File: src/rtl/bp_be_stride_prefetch_gen_if.sv
// Prefetch request channel toward the D$ prefetch port: valid/yumi handshake
// carrying a block-aligned virtual address.
interface bp_be_stride_prefetch_gen_if
    #(parameter int vaddr_width_p = 39);

    logic                     pf_v_o;
    logic [vaddr_width_p-1:0] pf_vaddr_o;
    logic                     pf_yumi_i;

    modport master (output pf_v_o, output pf_vaddr_o, input pf_yumi_i);
    modport slave  (input pf_v_o, input pf_vaddr_o, output pf_yumi_i);

endinterface

File: src/rtl/bp_be_stride_prefetch_gen.sv
// Stride prefetch generator: arms on discovery start, triggers on confirm and
// issues a bounded burst of stride-ahead block addresses, dropping same-block repeats.
module bp_be_stride_prefetch_gen
    #(parameter int vaddr_width_p    = 39
    , parameter int stride_width_p   = 8
    , parameter int prefetch_depth_p = 4
    , parameter int block_width_p    = 512)
    (input  logic                      clk_i
    , input  logic                      reset_i
    , input  logic                      stride_v_i
    , input  logic [stride_width_p-1:0] stride_i
    , input  logic [vaddr_width_p-1:0]  pc_i
    , input  logic [vaddr_width_p-1:0]  eff_addr_i
    , input  logic                      start_discovery_i
    , input  logic                      confirm_discovery_i
    , input  logic                      flush_i
    , bp_be_stride_prefetch_gen_if.master pf
    , output logic                      busy_o
    );

    localparam int lg_block_bytes_lp = $clog2(block_width_p/8);
    localparam int blk_width_lp      = vaddr_width_p - lg_block_bytes_lp;
    localparam int k_width_lp        = $clog2(prefetch_depth_p+1);

    typedef enum logic [1:0] {e_idle, e_arm, e_issue} state_e;

    state_e                    state_r, state_n;
    logic [vaddr_width_p-1:0]  arm_pc_r, arm_pc_n;
    logic [vaddr_width_p-1:0]  acc_r, acc_n;
    logic [vaddr_width_p-1:0]  stride_r, stride_n;
    logic [k_width_lp-1:0]     k_r, k_n;
    logic [blk_width_lp-1:0]   last_blk_r, last_blk_n;
    logic                      last_blk_v_r, last_blk_v_n;
    logic                      pend_v_r, pend_v_n;
    logic [vaddr_width_p-1:0]  pend_acc_r, pend_acc_n;
    logic [vaddr_width_p-1:0]  pend_stride_r, pend_stride_n;

    logic [vaddr_width_p-1:0]  stride_sext;
    logic                      rec_start, rec_confirm;
    logic [blk_width_lp-1:0]   cand_blk;
    logic                      skip, accept, step;
    logic                      unused_arm_pc;

    assign stride_sext = {{(vaddr_width_p-stride_width_p){stride_i[stride_width_p-1]}}, stride_i};
    assign rec_start   = stride_v_i & start_discovery_i   & (stride_i != '0);
    assign rec_confirm = stride_v_i & confirm_discovery_i & (stride_i != '0);

    // acc_r always holds base + k*stride for the current step
    assign cand_blk = acc_r[vaddr_width_p-1:lg_block_bytes_lp];
    assign skip     = last_blk_v_r & (cand_blk == last_blk_r);

    assign pf.pf_v_o     = (state_r == e_issue) & ~skip;
    assign pf.pf_vaddr_o = pf.pf_v_o ? {cand_blk, {lg_block_bytes_lp{1'b0}}} : '0;
    assign accept        = pf.pf_v_o & pf.pf_yumi_i;
    assign step          = (state_r == e_issue) & (skip | accept);
    assign busy_o        = (state_r != e_idle);

    assign unused_arm_pc = ^arm_pc_r;

    always_comb begin
        state_n       = state_r;
        arm_pc_n      = arm_pc_r;
        acc_n         = acc_r;
        stride_n      = stride_r;
        k_n           = k_r;
        last_blk_n    = last_blk_r;
        last_blk_v_n  = last_blk_v_r;
        pend_v_n      = pend_v_r;
        pend_acc_n    = pend_acc_r;
        pend_stride_n = pend_stride_r;

        unique case (state_r)
            e_idle: begin
                if (rec_start) begin
                    arm_pc_n = pc_i;
                    state_n  = e_arm;
                end
            end
            e_arm: begin
                if (rec_confirm) begin
                    acc_n        = eff_addr_i + stride_sext;
                    stride_n     = stride_sext;
                    k_n          = k_width_lp'(1);
                    last_blk_v_n = 1'b0;
                    state_n      = e_issue;
                end else if (rec_start) begin
                    arm_pc_n = pc_i;
                end
            end
            e_issue: begin
                if (accept) begin
                    last_blk_n   = cand_blk;
                    last_blk_v_n = 1'b1;
                end
                // A restart is only applied on a step; while stalled the newest confirm waits
                if (step) begin
                    if (rec_confirm) begin
                        acc_n    = eff_addr_i + stride_sext;
                        stride_n = stride_sext;
                        k_n      = k_width_lp'(1);
                        pend_v_n = 1'b0;
                    end else if (pend_v_r) begin
                        acc_n    = pend_acc_r;
                        stride_n = pend_stride_r;
                        k_n      = k_width_lp'(1);
                        pend_v_n = 1'b0;
                    end else if (k_r == k_width_lp'(prefetch_depth_p)) begin
                        k_n     = '0;
                        state_n = e_idle;
                    end else begin
                        acc_n = acc_r + stride_r;
                        k_n   = k_r + k_width_lp'(1);
                    end
                end else if (rec_confirm) begin
                    pend_v_n      = 1'b1;
                    pend_acc_n    = eff_addr_i + stride_sext;
                    pend_stride_n = stride_sext;
                end
            end
            default: state_n = e_idle;
        endcase

        if (flush_i) begin
            state_n  = e_idle;
            pend_v_n = 1'b0;
        end
    end

    always_ff @(posedge clk_i or posedge reset_i) begin
        if (reset_i) begin
            state_r       <= e_idle;
            arm_pc_r      <= '0;
            acc_r         <= '0;
            stride_r      <= '0;
            k_r           <= '0;
            last_blk_r    <= '0;
            last_blk_v_r  <= 1'b0;
            pend_v_r      <= 1'b0;
            pend_acc_r    <= '0;
            pend_stride_r <= '0;
        end else begin
            state_r       <= state_n;
            arm_pc_r      <= arm_pc_n;
            acc_r         <= acc_n;
            stride_r      <= stride_n;
            k_r           <= k_n;
            last_blk_r    <= last_blk_n;
            last_blk_v_r  <= last_blk_v_n;
            pend_v_r      <= pend_v_n;
            pend_acc_r    <= pend_acc_n;
            pend_stride_r <= pend_stride_n;
        end
    end

endmodule

File: src/flat_wrapper.sv
// flat-port wrapper written by rule: the top's interface ports become plain ports
module bp_be_stride_prefetch_gen_flat 
#(parameter int vaddr_width_p    = 39
    , parameter int stride_width_p   = 8
    , parameter int prefetch_depth_p = 4
    , parameter int block_width_p    = 512)
  (clk_i, reset_i, stride_v_i, stride_i, pc_i, eff_addr_i, start_discovery_i, confirm_discovery_i, flush_i, busy_o, pf_pf_v_o, pf_pf_vaddr_o, pf_pf_yumi_i);
  bp_be_stride_prefetch_gen_if #(.vaddr_width_p(vaddr_width_p)) pf_i ();
  input  logic clk_i;
  input  logic reset_i;
  input  logic stride_v_i;
  input  logic [stride_width_p-1:0] stride_i;
  input  logic [vaddr_width_p-1:0] pc_i;
  input  logic [vaddr_width_p-1:0] eff_addr_i;
  input  logic start_discovery_i;
  input  logic confirm_discovery_i;
  input  logic flush_i;
  output logic busy_o;
  output wire logic [$bits(pf_i.pf_v_o)-1:0] pf_pf_v_o;
  output wire logic [$bits(pf_i.pf_vaddr_o)-1:0] pf_pf_vaddr_o;
  input wire logic [$bits(pf_i.pf_yumi_i)-1:0] pf_pf_yumi_i;
  assign pf_pf_v_o = pf_i.pf_v_o;
  assign pf_pf_vaddr_o = pf_i.pf_vaddr_o;
  assign pf_i.pf_yumi_i = pf_pf_yumi_i;
  bp_be_stride_prefetch_gen #(.vaddr_width_p(vaddr_width_p), .stride_width_p(stride_width_p), .prefetch_depth_p(prefetch_depth_p), .block_width_p(block_width_p)) u_core (.clk_i(clk_i), .reset_i(reset_i), .stride_v_i(stride_v_i), .stride_i(stride_i), .pc_i(pc_i), .eff_addr_i(eff_addr_i), .start_discovery_i(start_discovery_i), .confirm_discovery_i(confirm_discovery_i), .flush_i(flush_i), .pf(pf_i), .busy_o(busy_o));
endmodule
File: config.mk
export PLATFORM = sky130hd
export DESIGN_NAME = bp_be_stride_prefetch_gen_flat
export DESIGN_NICKNAME = d
export VERILOG_FILES = /design/src/rtl/bp_be_stride_prefetch_gen_if.sv /design/src/rtl/bp_be_stride_prefetch_gen.sv /design/src/flat_wrapper.sv
export SDC_FILE = /design/constraint.sdc
export NUM_CORES = 1
export LEC_CHECK = 0
export ABC_AREA = 0
export CAP_MARGIN = 20
export CORE_MARGIN = 3
export CORE_UTILIZATION = 46
export CTS_CLUSTER_DIAMETER = 100
export DETAILED_ROUTE_END_ITERATION = 8
export PLACE_DENSITY = 0.75
export SYNTH_ARGS = -nofsm -noshare
export SYNTH_HDL_FRONTEND = slang
export SYNTH_SLANG_ARGS = --single-unit
File: constraint.sdc
create_clock -name clk_i -period 5.05 [get_ports clk_i]
set_input_delay 0.7575 -clock clk_i [delete_from_list [all_inputs] [get_ports clk_i]]
set_output_delay 0.7575 -clock clk_i [all_outputs]
set_load 0.03 [all_outputs]
==> summary.md <==
| Metric | Value |
|---|---|
| Outcome | complete, no violations |
| Post-synth EDFFs | 0 |
| Critical Path Max Stage Delay | 0.82 ns |
| Max-Cap Viols | 0 |
| Post-DP HPWL | about 21 mm |
| Num CTS Buffers | 17 |
| Final setup fails | 0 |
| TritonRoute pass-1 iters | 7 |
| Hold Violations, Final | 0 |
| Cell row count | 54 |
| Iteration-0 DRC Markers | just over 700 |
| Sequential area share after synthesis | between 30% and 40% |
| Total Wirelength | roughly 27 mm |
| Kind of critical path | in2reg |
| Lkg Pwr | 5.596 nW |
| Filler instances | about 2000 |
| Worst setup EP type | register |
| Worst hold path type | reg2reg |
| Clk sinks | roughly 130 |
| RSZ-0062 raised after global routing | no |
| Floorplan Core Area | ~22000 µm² |
| Via count | 9236 |
| Worst-Skew Late Latency | between 0.4 and 0.5 ns |
| Distinct cells, synth | 77 |
| Final period util | 79.89% |
| Place WS | about 0.56 ns |
| Syn. warnings | 0 |
| IO Pins | 134 |
| Pin count of the biggest net entering global routing | roughly 70 |
| Initial core utilization | 47.36% |
| Die H | around 160 µm |
| Max H-tree Level | 4 |
| Slew Viols, Final | 0 |
| ANT cells | 0 |
| Final min period | around 4.0 ns |
| CP Data Arrival Time | about 4.4 ns |
| CP required | 5.41 ns |
| Postcts setup bufs | 0 |
| Worst-path cell chain | clkdlybuf4s50_1 > buf_4 > nor4_1 > a21boi_0 > nand2_1 > nand2_1 > o211ai_1 > or2_1 > nor2_1 > o21ai_0 > a21oi_1 > a221o_1 |
| Cell Area, Synth | 10460 µm² |
| Remaining DRCs | 0 |
| Global-route wire length before repair | between 40 and 50 mm |
| Reg2reg setup slack | approximately 1.2 ns |
| PostCTS Resize Cnt | 0 |
| Slew margin rel. | between 30% and 40% |
| CP max-delay cell | clkdlybuf4s50_1 |
| Setup ws final | 1.016 ns |
| Yosys reg bits | around 130 |
| DR WL/cell | approximately 17 µm |
| Cells after Synth | approximately 1200 |
| Share of cells above drive strength 1 | a little under a tenth |
| Setup TNS | 0 ns |
| Root Buffer Master | clkbuf_16 |
| Routed Antenna Nets | 0 |
| Layout Utilization | 55.39% |
| CP Max Fanout | 20 |
| Clk slew on worst S/H paths | ~0.06 ns |
| P&R area growth vs syn | 16.94% |
| Die area | around 25000 µm² |
| DR vias/cell | 5.730 |
| CTS Hold Bufs | 0 |
| Final Instance Area | 12240 µm² |
| Port Buffers | slightly below 90 |
| Ys flop type | dfrtp_1 |
| CTS tree | done |
| Peak VDD IR | around 0.43 mV |
| Max clock buf depth | 2 |
| Grt ovf | 0 |
| Antenna violations before repair | 0 |
| Worst Setup Start Kind | input pin |
| Die width | 156.8 µm |
| Achievable Freq | roughly 250 MHz |
| Async set or reset register ratio after synthesis | between 90% and 100% |
| RePlAce Congestion | between 0.9 and 1 |
| GRT Total Usage | roughly 22% |
| Clock Skew | ~0.011 ns |
| Final Total Pwr | approximately 7.8 mW |
| Number of global-route vias before repair | about 8700 |
| Nets | ~1500 |
| PD cells | 641.3 nW/µm² |
| Worst-margin pin slew | just over 0.9 ns |
| Syn_area_per_cell | between 8 and 9 µm² |
| Most used cell, CP | nand2_1 |
| Placed Area | about 12000 µm² |
## layer usage
metal | track usage, % | wire length [µm]
met1 | 34.19 | 13700
met2 | 33.14 | 11580
met5 | 0 | 0
met4 | 6.878 | 460
met3 | 2.987 | 1621
## path summary, 6_finish.rpt
kind / start / to / depth (start not counted)
worst max-delay path: stride_i[7] / u_core.acc_r[35] / 12
worst min-delay path: u_core.pend_acc_r[28] / u_core.pend_acc_r[28] / 2
worst max register to register: u_core.acc_r[32] / u_core.acc_r[35] / 10
worst min register to register: u_core.pend_acc_r[28] / u_core.pend_acc_r[28] / 2
max in group asynchronous: reset_i / u_core.pend_acc_r[36] / 3
min in group asynchronous: reset_i / u_core.pend_acc_r[2] / 2
## power by group
part / switching, mW / internal (mW) / leakage [nW] / total (mW)
Combinational: 2.74 / 1.94 / 3.60 / 4.68
Sequential: 0.434 / 1.48 / 1.70 / 1.91
Clock: 0.495 / 0.758 / 0.294 / 1.25
## cells by family (layout without fill, tap and decap cells)
logic type | after synthesis | in the layout | share of synthesized area [%]
simple gates | 439 | 439 | 18.81
compound gates | 359 | 359 | 22.74
flops | 134 | 134 | 32.05
xor+xnor | 96 | 96 | 8.035
fa+ha+maj | 84 | 84 | 10.19
buf+inv | 84 | 169 | 3.360
mux | 45 | 45 | 4.783
other cells | 1 | 6 | 0.03584
## synthesized netlist by cell type (4+ instances only)
cell	number	area [µm²]
nand2_1	218	818.3
dfrtp_1	134	3353
a21oi_1	94	470.5
nor2_1	87	326.6
o21ai_0	84	420.4
ha_1	82	1026
xor2_1	56	490.5
and2_1	41	256.5
clkbuf_1	41	153.9
a21o_1	40	300.3
mux2_2	40	450.4
xnor2_1	40	350.3
inv_1	29	108.9
a31oi_1	24	150.1
nand3_1	20	100.1
o211ai_1	15	112.6
a211oi_1	14	105.1
nor3_1	13	65.06
nand4_1	11	68.82
nor4_1	10	62.56
o21a_1	10	75.07
nor2b_1	9	56.30
o21bai_1	8	60.06
o31ai_1	8	60.06
and3_1	6	37.54
buf_4	6	45.04
nand2b_1	6	37.54
and4_1	5	43.79
buf_2	5	25.02
mux2i_1	5	50.05
a31o_2	4	35.03
## cells in the final DEF (no fill, tap or decap), types with 6 or more instances in the layout
cell type and count:
mux2_2 40, nand2_1 218, dfrtp_1 133, buf_4 19, xnor2_1 40, a31oi_1 24, nand4_1 11, nor3_1 13
nand3_1 20, inv_1 28, clkbuf_16 17, and2_1 41, o31ai_1 8, o21a_1 10, and3_1 6, nor2b_1 8
clkdlybuf4s50_1 88, xor2_1 56, nor2_1 87, conb_1 6, o21ai_0 84, o211ai_1 15, nor4_1 10, a211oi_1 14
a21o_1 40, ha_1 82, nand2b_1 6, a21oi_1 94, o21bai_1 8
## through the flow
step	hold slack, ns	instances
2_1_floorplan	0.4415	1247
3_3_place_gp	0.4554	1580
3_5_place_dp	0.4585	1580
4_1_cts	0.4779	1612
5_1_grt	0.4871	1612
6_report	0.4758	1612
## worst max-delay path, delay by kind of cell
kind / cells / cell delay (ns)
simple gates: 5 / 1.49
compound gates: 5 / 1.06
buf+inv: 2 / 1.05
## cell type report
class | instances | area [µm²] | share of cell area (%)
Clock buffer | 19 | 452.9 | 3.701
Clock inverter | 13 | 143.9 | 1.176
Multi-Input combinational cell | 1029 | 6780 | 55.41
Tap cell | 280 | 350.3 | 2.863
Timing Repair Buffer | 108 | 1044 | 8.528
Sequential cell | 134 | 3354 | 27.41
Inverter | 29 | 111.4 | 0.9100
## state kept, by name, summed over array words and instances (netlist names)
signal	cells
u_core.pend_stride_r	8
u_core.state_r	2
u_core.pend_acc_r	39
u_core.k_r	3
u_core.acc_r	39
u_core.stride_r	8
u_core.last_blk_r	33
u_core.pend_v_r	1
u_core.last_blk_v_r	1
(Power assumes the default switching activity.)
